### config.mk
export PLATFORM = sky130hd
export DESIGN_NAME = peripheral_timer_bank
export DESIGN_NICKNAME = d
export VERILOG_FILES = /design/src/rtl/peripheral_timer_bank.sv
export SDC_FILE = /design/constraint.sdc
export NUM_CORES = 1
export LEC_CHECK = 0
export BUFFER_PORTS_ARGS = -buffer_cell sky130_fd_sc_hd__buf_2
export CAP_MARGIN = 30
export CORE_MARGIN = 8
export CORE_UTILIZATION = 40
export CTS_CLUSTER_DIAMETER = 100
export CTS_CLUSTER_SIZE = 14
export DETAILED_ROUTE_END_ITERATION = 8
export GPL_TIMING_DRIVEN = 0
export HOLD_SLACK_MARGIN = 0.02
export PLACE_DENSITY = 0.62
export RECOVER_POWER = 25
export SYNTH_ARGS = -nofsm -noshare
export SYNTH_HDL_FRONTEND = slang
export SYNTH_SLANG_ARGS = --single-unit
### constraint.sdc
create_clock -name clk -period 2.9 [get_ports clk]
set_input_delay 0.435 -clock clk [delete_from_list [all_inputs] [get_ports clk]]
set_output_delay 0.435 -clock clk [all_outputs]
set_load 0.02 [all_outputs]
### src/rtl/peripheral_timer_bank.sv
`default_nettype none
// ============================================================================
// Module   : peripheral_timer_bank
// Purpose  : Bus-mapped bank of N prescaled reload timers plus LED, switch and
//            digit registers, with a combined maskable interrupt output.
// Revision : 1.0 - initial release
// ============================================================================
module peripheral_timer_bank #(
  parameter int N_TIMERS = 2,
  parameter int LED_W    = 8,
  parameter int SW_W     = 8,
  parameter int DIGI_W   = 12,
  parameter int PRESC_W  = 16
) (
  input  logic                clk,
  input  logic                reset,
  input  logic                rd,
  input  logic                wr,
  input  logic [31:0]         addr,
  input  logic [31:0]         wdata,
  input  logic [SW_W-1:0]     switch,
  output logic [31:0]         rdata,
  output logic [LED_W-1:0]    led,
  output logic [DIGI_W-1:0]   digi,
  output logic [N_TIMERS-1:0] irq_vec,
  output logic                IRQ
);

  localparam logic [31:0] c_addr_led  = 32'h4000_000C;
  localparam logic [31:0] c_addr_sw   = 32'h4000_0010;
  localparam logic [31:0] c_addr_digi = 32'h4000_0014;
  localparam logic [31:0] c_addr_stat = 32'h4000_0020;
  localparam logic [1:0]  c_reg_th    = 2'd0;
  localparam logic [1:0]  c_reg_tl    = 2'd1;
  localparam logic [1:0]  c_reg_tcon  = 2'd2;
  localparam logic [1:0]  c_reg_presc = 2'd3;

  logic [LED_W-1:0]    r_led;
  logic [DIGI_W-1:0]   r_digi;
  logic [31:0]         r_th    [N_TIMERS];
  logic [31:0]         r_tl    [N_TIMERS];
  logic [PRESC_W-1:0]  r_presc [N_TIMERS];
  logic [PRESC_W-1:0]  r_pcnt  [N_TIMERS];
  logic [N_TIMERS-1:0] r_en;
  logic [N_TIMERS-1:0] r_ie;
  logic [N_TIMERS-1:0] r_os;
  logic [N_TIMERS-1:0] r_pend;

  logic                w_ch_area;
  logic                w_wr_led;
  logic                w_wr_digi;
  logic                w_wr_stat;
  logic [N_TIMERS-1:0] w_ch_sel;
  logic [N_TIMERS-1:0] w_wr_th;
  logic [N_TIMERS-1:0] w_wr_tl;
  logic [N_TIMERS-1:0] w_wr_tcon;
  logic [N_TIMERS-1:0] w_wr_presc;
  logic [N_TIMERS-1:0] w_tick;
  logic [N_TIMERS-1:0] w_ovf;

  // Channel window 0x4000_01x0..0x4000_01xC, word aligned only.
  assign w_ch_area = (addr[31:8] == 24'h40_0001) && (addr[1:0] == 2'b00);
  assign w_wr_led  = wr && (addr == c_addr_led);
  assign w_wr_digi = wr && (addr == c_addr_digi);
  assign w_wr_stat = wr && (addr == c_addr_stat);

  always_comb begin
    w_ch_sel   = '0;
    w_wr_th    = '0;
    w_wr_tl    = '0;
    w_wr_tcon  = '0;
    w_wr_presc = '0;
    w_tick     = '0;
    w_ovf      = '0;
    for (int i = 0; i < N_TIMERS; i++) begin
      w_ch_sel[i]   = w_ch_area && (addr[7:4] == 4'(i));
      w_wr_th[i]    = wr && w_ch_sel[i] && (addr[3:2] == c_reg_th);
      w_wr_tl[i]    = wr && w_ch_sel[i] && (addr[3:2] == c_reg_tl);
      w_wr_tcon[i]  = wr && w_ch_sel[i] && (addr[3:2] == c_reg_tcon);
      w_wr_presc[i] = wr && w_ch_sel[i] && (addr[3:2] == c_reg_presc);
      w_tick[i]     = r_en[i] && (r_pcnt[i] == r_presc[i]);
      w_ovf[i]      = w_tick[i] && (r_tl[i] == 32'hFFFF_FFFF);
    end
  end

  always_comb begin
    rdata = '0;
    if (rd) begin
      if (addr == c_addr_led)       rdata = 32'(r_led);
      else if (addr == c_addr_sw)   rdata = 32'(switch);
      else if (addr == c_addr_digi) rdata = 32'(r_digi);
      else if (addr == c_addr_stat) rdata = 32'(r_pend);
      for (int i = 0; i < N_TIMERS; i++) begin
        if (w_ch_sel[i]) begin
          case (addr[3:2])
            c_reg_th:    rdata = r_th[i];
            c_reg_tl:    rdata = r_tl[i];
            c_reg_tcon:  rdata = {29'd0, r_os[i], r_ie[i], r_en[i]};
            c_reg_presc: rdata = 32'(r_presc[i]);
            default:     rdata = '0;
          endcase
        end
      end
    end
  end

  always_ff @(posedge clk or negedge reset) begin
    if (!reset) begin
      r_led  <= '0;
      r_digi <= '0;
      r_en   <= '0;
      r_ie   <= '0;
      r_os   <= '0;
      r_pend <= '0;
      for (int i = 0; i < N_TIMERS; i++) begin
        r_th[i]    <= '0;
        r_tl[i]    <= '0;
        r_presc[i] <= '0;
        r_pcnt[i]  <= '0;
      end
    end else begin
      if (w_wr_led)  r_led  <= wdata[LED_W-1:0];
      if (w_wr_digi) r_digi <= wdata[DIGI_W-1:0];
      for (int i = 0; i < N_TIMERS; i++) begin
        if (w_wr_th[i])    r_th[i]    <= wdata;
        if (w_wr_presc[i]) r_presc[i] <= wdata[PRESC_W-1:0];

        if (w_wr_tcon[i] || w_wr_presc[i] || !r_en[i] || w_tick[i])
          r_pcnt[i] <= '0;
        else
          r_pcnt[i] <= r_pcnt[i] + PRESC_W'(1);

        // Bus writes take priority over the timer's own update.
        if (w_wr_tl[i])     r_tl[i] <= wdata;
        else if (w_ovf[i])  r_tl[i] <= r_th[i];
        else if (w_tick[i]) r_tl[i] <= r_tl[i] + 32'd1;

        if (w_wr_tcon[i]) begin
          r_en[i] <= wdata[0];
          r_ie[i] <= wdata[1];
          r_os[i] <= wdata[2];
        end else if (w_ovf[i] && r_os[i]) begin
          r_en[i] <= 1'b0;
        end

        // A new overflow beats a simultaneous W1C.
        if (w_ovf[i])                     r_pend[i] <= 1'b1;
        else if (w_wr_stat && wdata[i])   r_pend[i] <= 1'b0;
      end
    end
  end

  assign led     = r_led;
  assign digi    = r_digi;
  assign irq_vec = r_pend & r_ie;
  assign IRQ     = |irq_vec;

endmodule
`default_nettype wire

==> results of run 1 <==
[state kept, by name, summed over array words and instances (netlist names)]
name	count
r_pend	2
r_en	2
r_th	64
r_presc	32
r_ie	2
r_os	2
r_tl	64
digi	12
led	8
r_pcnt	32
[cells by family after synthesis]
logic type	count (synthesis)	synth area share
muxes	212	0.184
adders and majority gates	4	0.00378
buffers and inverters	121	0.0375
AOI/OAI and AO/OA	264	0.128
xor gates and xnor gates	67	0.0443
and+or+nand+nor	486	0.187
DFF	220	0.416
[layer usage]
metal,track usage,up-vias
met3,0.0406,161
met2,0.398,654
met5,0,-
li1,-,5353
met1,0.327,6034
met4,0.110,4
[critical path: stages]
cell,delay (ns)
buf_2,0.13
nor4_4,0.31
nand3_2,0.18
or4_4,0.57
or2_4,0.32
buf_8,0.16
o22ai_4,0.16
and2_4,0.17
buf_6,0.11
[layout by cell type (no fill, tap or decap), drive strengths merged, types with 29 or more instances in the layout]
cell type  count
mux2         124
mux2i         82
buf          168
xnor2         30
nor2          93
clkbuf        76
xor2          37
o21ai         79
nand2        145
nand3         45
nand4         29
dfrtp        220
and2          35
a21oi         49
inv           39
nor4          46
[worst max-delay path by stage]
stage                            to      from  slack, ns  cells after the start
after detailed placement  rdata[11]   addr[2]      -0.96                      9
final                     rdata[17]  addr[24]      -0.09                      9
after global placement     r_th[27]     reset      -2.62                      1
after global routing      rdata[17]  addr[11]      -0.14                     10
after floorplan           rdata[21]  addr[16]       0.02                      8
after CTS                 rdata[29]  addr[21]      -0.07                     10
[metrics by stage]
stage	setup WS [ns]	total power [µW]	instance area (µm²)	utilization
after floorplan	0.0230	3240	13200	-
after global placement	-2.62	3480	14400	0.444
after detailed placement	-0.963	3490	14500	0.446
after CTS	-0.0729	5920	15600	0.479
after global routing	-0.137	6070	15900	0.487
final	-0.0944	5920	15900	0.487
[power breakdown]
part | switching (µW) | total [µW] | leakage [µW] | internal, µW
registers | 1.53 | 3070 | 0.00288 | 3070
logic | 285 | 397 | 0.00399 | 112
clock network | 1200 | 2450 | 0.000253 | 1260
total | 1480 | 5920 | 0.00712 | 4440
[cell type report]
type,count,share of cell area
Multi-Input combinational cell,1033,0.487
Buffer,75,0.0248
Clock inverter,2,0.00245
Tap cell,442,0.0349
Timing Repair Buffer,150,0.0652
Clock buffer,19,0.0300
Sequential cell,220,0.347
Inverter,38,0.00900
[repair_timing]
| item | in CTS | in global routing |
|---|---|---|
| setup endpoints to repair | 104 | 70 |
| setup buffers | 9 | 7 |
| gates cloned | 1 | 0 |
| pin swaps | 21 | 15 |
| resized for setup | 126 | 74 |
==> impl_metrics.env, run 1 <==
export IMPL_synth_distinct_cells=70
export IMPL_netlist_top_cells_count="dfrtp_1 (220), nand2_1 (145), mux2_2 (99)"
export IMPL_max_vdd_ir_drop_mv=0.310
export IMPL_drtIter0Drc=1539
export IMPL_grt_start_max_net_pins=120
export IMPL_syn_num_nets=1454
export IMPL_cts_buffers=19
export IMPL_min_from="wdata[28]"
export IMPL_cp_max_fo=5
export IMPL_synth_cell_area_um2=13200
export IMPL_synth_seq_area_share=0.416
export IMPL_final_cells=1979
export IMPL_m1WireLength_mm=20.2
export IMPL_holdPathStages=3
export IMPL_power_density_nw_per_um2=373
export IMPL_hold_viol=0
export IMPL_rsz0062_at_grt="yes"
export IMPL_dieArea_um2=39200
export IMPL_dieHeight_um=198
export IMPL_ios=131
export IMPL_required_ns=2.47
export IMPL_coreArea_um2=32500
export IMPL_setup_tns_ns=-1.18
export IMPL_synthCells=1374
export IMPL_critPathLaunchType="primary input"
export IMPL_synth_avg_cell_area_um2=9.63
export IMPL_clkTransAtPathRegs_ns=0.07
export IMPL_ys_warn_count=0
export IMPL_viasPerCell=6.17
export IMPL_dp_cells=1949
export IMPL_p_leak_uw=0.00712
export IMPL_relSlewSlack=-0.114
export IMPL_nets=1617
export IMPL_cp_end_kind="output pin"
export IMPL_arrival_ns=2.56
export IMPL_yosys_register_bits=220
export IMPL_area_growth_pct=19.8
export IMPL_setup_violations=17
export IMPL_violations="max-capacitance violations, max-slew violations, negative setup slack"
export IMPL_num_fill_cells=3051
export IMPL_r2r_end="r_tl[48]"
export IMPL_grt_pass1_vias=12100
export IMPL_status="finished with violations"
export IMPL_die_w_um=198
export IMPL_setup_ws_ns=-0.0944
export IMPL_gp_congestion=0.953
export IMPL_hold_ws_ns=0.200
export IMPL_htree_levels=1
export IMPL_fin_crit_sh=1.03
export IMPL_synth_edf_count=0
export IMPL_grt_ovfl_total=0
export IMPL_place_hpwl_mm=36.5
export IMPL_initial_core_util=0.407
export IMPL_wl_met2_mm=23.2
export IMPL_seqCellArea_um2=5510
export IMPL_ys_flop_type="dfrtp_1"
export IMPL_cts_tree="done"
export IMPL_num_vias=12200
export IMPL_wl_met3_mm=4.20
export IMPL_r2r_start="r_tl[33]"
export IMPL_synth_top_area_cell="dfrtp_1"
export IMPL_grt_pass1_wl_mm=75.1
export IMPL_antenna_found_initial=4
export IMPL_port_buffer_count=128
export IMPL_detail_route_antenna_nets=0
export IMPL_avgRoutedWirePerCell_um=25.3
export IMPL_fmax_mhz=334
export IMPL_top_layer="met5"
export IMPL_multi_input_area_um2=7710
export IMPL_max_cap_violations=1
export IMPL_maxSlewViolCount=119
export IMPL_cts_root_buf="clkbuf_16"
export IMPL_ctsHoldBuffers=0
export IMPL_cts_sinks=220
export IMPL_synth_top_area_share=0.416
export IMPL_synth_async_reset_ratio=1.00
export IMPL_drive_gt1_frac=0.265
export IMPL_dr_pass1_iters=6
export IMPL_min_path_type="primary input to flop"
export IMPL_finalCriticalPeriod_ns=2.99
export IMPL_hold_end="r_tl[60]"
export IMPL_wirelength_mm=50.0
export IMPL_n_antenna_cell=0
export IMPL_reg2regPathDepth=7
export IMPL_finClkSkew_ns=0.0231
export IMPL_drc_errors=0
export IMPL_placementRows=66
export IMPL_clockBufferDepth=3
export IMPL_ff2ff_setup_slack_ns=0.09
export IMPL_insertion_delay_ns=0.53
export IMPL_synth_most_common_cell="dfrtp_1"
export IMPL_worstMarginPinSlew_ns=1.67
export IMPL_critical_path_class="primary input to output pin"
export IMPL_grt_use_total=0.248
export IMPL_ys_top_cells_by_area="dfrtp_1 (42%), mux2_2 (8.4%), mux2i_1 (6.2%)"
(Power assumes the default switching activity.)
==> inputs of run 2 (changes only) <==
--- a/config.mk
+++ b/config.mk
@@ -16,6 +16,7 @@
 export HOLD_SLACK_MARGIN = 0.02
 export PLACE_DENSITY = 0.62
 export RECOVER_POWER = 25
+export REMOVE_ABC_BUFFERS = 1
 export SYNTH_ARGS = -nofsm -noshare
 export SYNTH_HDL_FRONTEND = slang
 export SYNTH_SLANG_ARGS = --single-unit
==> run 2 against run 1 <==
  * The run still ends with max-capacitance violations, max-slew violations, negative setup slack left
  * Core utilization is 0.86 points lower
  * Non-clock buffer count is 59 lower
  * Clock skew fell by 0.0017 ns
  * First-iteration DRC count shrank 23%
  * Clock-buffer cell count rose by 1
  * Die area unchanged
  * Combinational power decreased by 3%
==> impl_metrics.env, run 2 (synthesis gave the netlist of run 1 again) <==
export IMPL_setup_tns_ns=-0.0972
export IMPL_violations="max-capacitance violations, max-slew violations, negative setup slack"
export IMPL_reg_top3="r_th x64, r_tl x64"
export IMPL_grt_pass1_vias=11500
export IMPL_grt_use_total=0.220
export IMPL_drtIter0Drc=1180
export IMPL_initial_core_util=0.407
export IMPL_coreArea_um2=32500
export IMPL_avgRoutedWirePerCell_um=23.1
export IMPL_arrival_ns=2.49
export IMPL_fmax_mhz=341
export IMPL_cp_max_fo=8
export IMPL_wirelength_mm=44.4
export IMPL_endpoint="rdata[23]"
export IMPL_critical_path_class="primary input to output pin"
export IMPL_htree_levels=1
export IMPL_post_dp_cell_area_um2=14500
export IMPL_grt_ovfl_total=0
export IMPL_drive_gt1_frac=0.252
export IMPL_num_vias=11700
export IMPL_clockBufferDepth=3
export IMPL_finClkSkew_ns=0.0214
export IMPL_grt_start_max_net_pins=103
export IMPL_status="finished with violations"
export IMPL_grt_pass1_wl_mm=68.3
export IMPL_cp_end_kind="output pin"
export IMPL_die_w_um=198
export IMPL_total_power_uw=5800
export IMPL_area_growth_pct=17.7
export IMPL_final_common_cell="dfrtp_1"
export IMPL_r2r_end="r_tl[19]"
export IMPL_fin_crit_sh=1.01
export IMPL_relSlewSlack=-0.0315
export IMPL_viasPerCell=6.07
export IMPL_place_hpwl_mm=31.3
export IMPL_hold_ws_ns=0.208
export IMPL_ios=131
export IMPL_insertion_delay_ns=0.52
export IMPL_max_cap_violations=1
export IMPL_hold_viol=0
export IMPL_finalCriticalPeriod_ns=2.93
export IMPL_critPathLaunchType="primary input"
export IMPL_nets=1560
export IMPL_layout_common_cells="dfrtp_1 (220), nand2_1 (143), buf_2 (104)"
export IMPL_port_buffer_count=130
export IMPL_cts_sinks=220
export IMPL_final_cells=1925
export IMPL_maxSlewViolCount=57
export IMPL_r2r_start="r_tl[1]"
export IMPL_dieHeight_um=198
export IMPL_setup_ws_ns=-0.0284
export IMPL_detail_route_antenna_nets=0
export IMPL_rsz0062_at_grt="yes"
export IMPL_max_vdd_ir_drop_mv=0.326
export IMPL_antenna_found_initial=3
export IMPL_clkTransAtPathRegs_ns=0.07
export IMPL_setup_violations=7
export IMPL_power_density_nw_per_um2=372
export IMPL_finalInstanceArea_um2=15600
export IMPL_placementRows=66
export IMPL_cts_tree="done"
export IMPL_dieArea_um2=39200
export IMPL_dr_pass1_iters=6
export IMPL_required_ns=2.47
export IMPL_critPathLaunch="addr[17]"
export IMPL_min_path_type="primary input to flop"
export IMPL_ff2ff_setup_slack_ns=0.16
export IMPL_drc_errors=0
export IMPL_cts_buffers=19
export IMPL_dp_cells=1883
export IMPL_worstMarginPinSlew_ns=1.55
export IMPL_p_leak_uw=0.00701
export IMPL_gp_congestion=0.899
export IMPL_reg2regPathDepth=8
export IMPL_cts_root_buf="clkbuf_16"
[run 2: critical path, stage by stage]
cell and delay, ns:
buf_6 0.10, nor4_4 0.27, nand4_1 0.14, buf_6 0.16
or4_4 0.54, or2_4 0.35, o22ai_4 0.20, and2_4 0.18
buf_6 0.12
[run 2: metrics by stage]
stage	utilization	setup slack, ns
floorplan	-	-0.469
global placement	0.433	-2.67
detailed placement	0.445	-0.984
CTS	0.475	-0.0183
global route	0.479	-0.0802
finish	0.479	-0.0284
[run 2: worst min path at each step]
stage	end	cells after the start	startpoint	slack [ns]
after floorplan	digi[0]	0	reset	0.14
after global placement	r_th[1]	2	r_th[1]	0.49
after detailed placement	r_tl[30]	1	reset	0.39
after CTS	r_tl[58]	3	wdata[26]	0.20
after global routing	r_tl[26]	3	wdata[26]	0.22
final	r_tl[58]	3	wdata[26]	0.21
[run 2: cell type report]
type,instances,area [µm²]
clock buffers,20,479
flip-flops and latches,220,5510
repair buffers,166,1280
fillers,3083,17000
multi-input cells,1035,7590
inverters,38,143
well taps,442,553
diodes,2,5.00
clock inverters,2,13.8
[run 2: routing by layer]
layer,wire length (µm),vias up,track usage
met5,0,-,0
met4,1420,0,0.0744
met1,18500,5884,0.289
met3,3070,91,0.0284
li1,-,5237,-
met2,21400,468,0.371
[run 2: what timing repair did]
action	4_1_cts	5_1_grt
gates resized for setup	83	24
setup buffers	10	5
gates cloned	2	0
hold buffers	1	0
endpoints found under the setup margin	141	102
endpoints found under the hold margin	56	0
pin swaps	20	7
[run 2: power breakdown]
part	internal [µW]	switching, µW
Sequential	3070	1.86
Clock	1170	1170
Combinational	120	264
Total	4360	1440
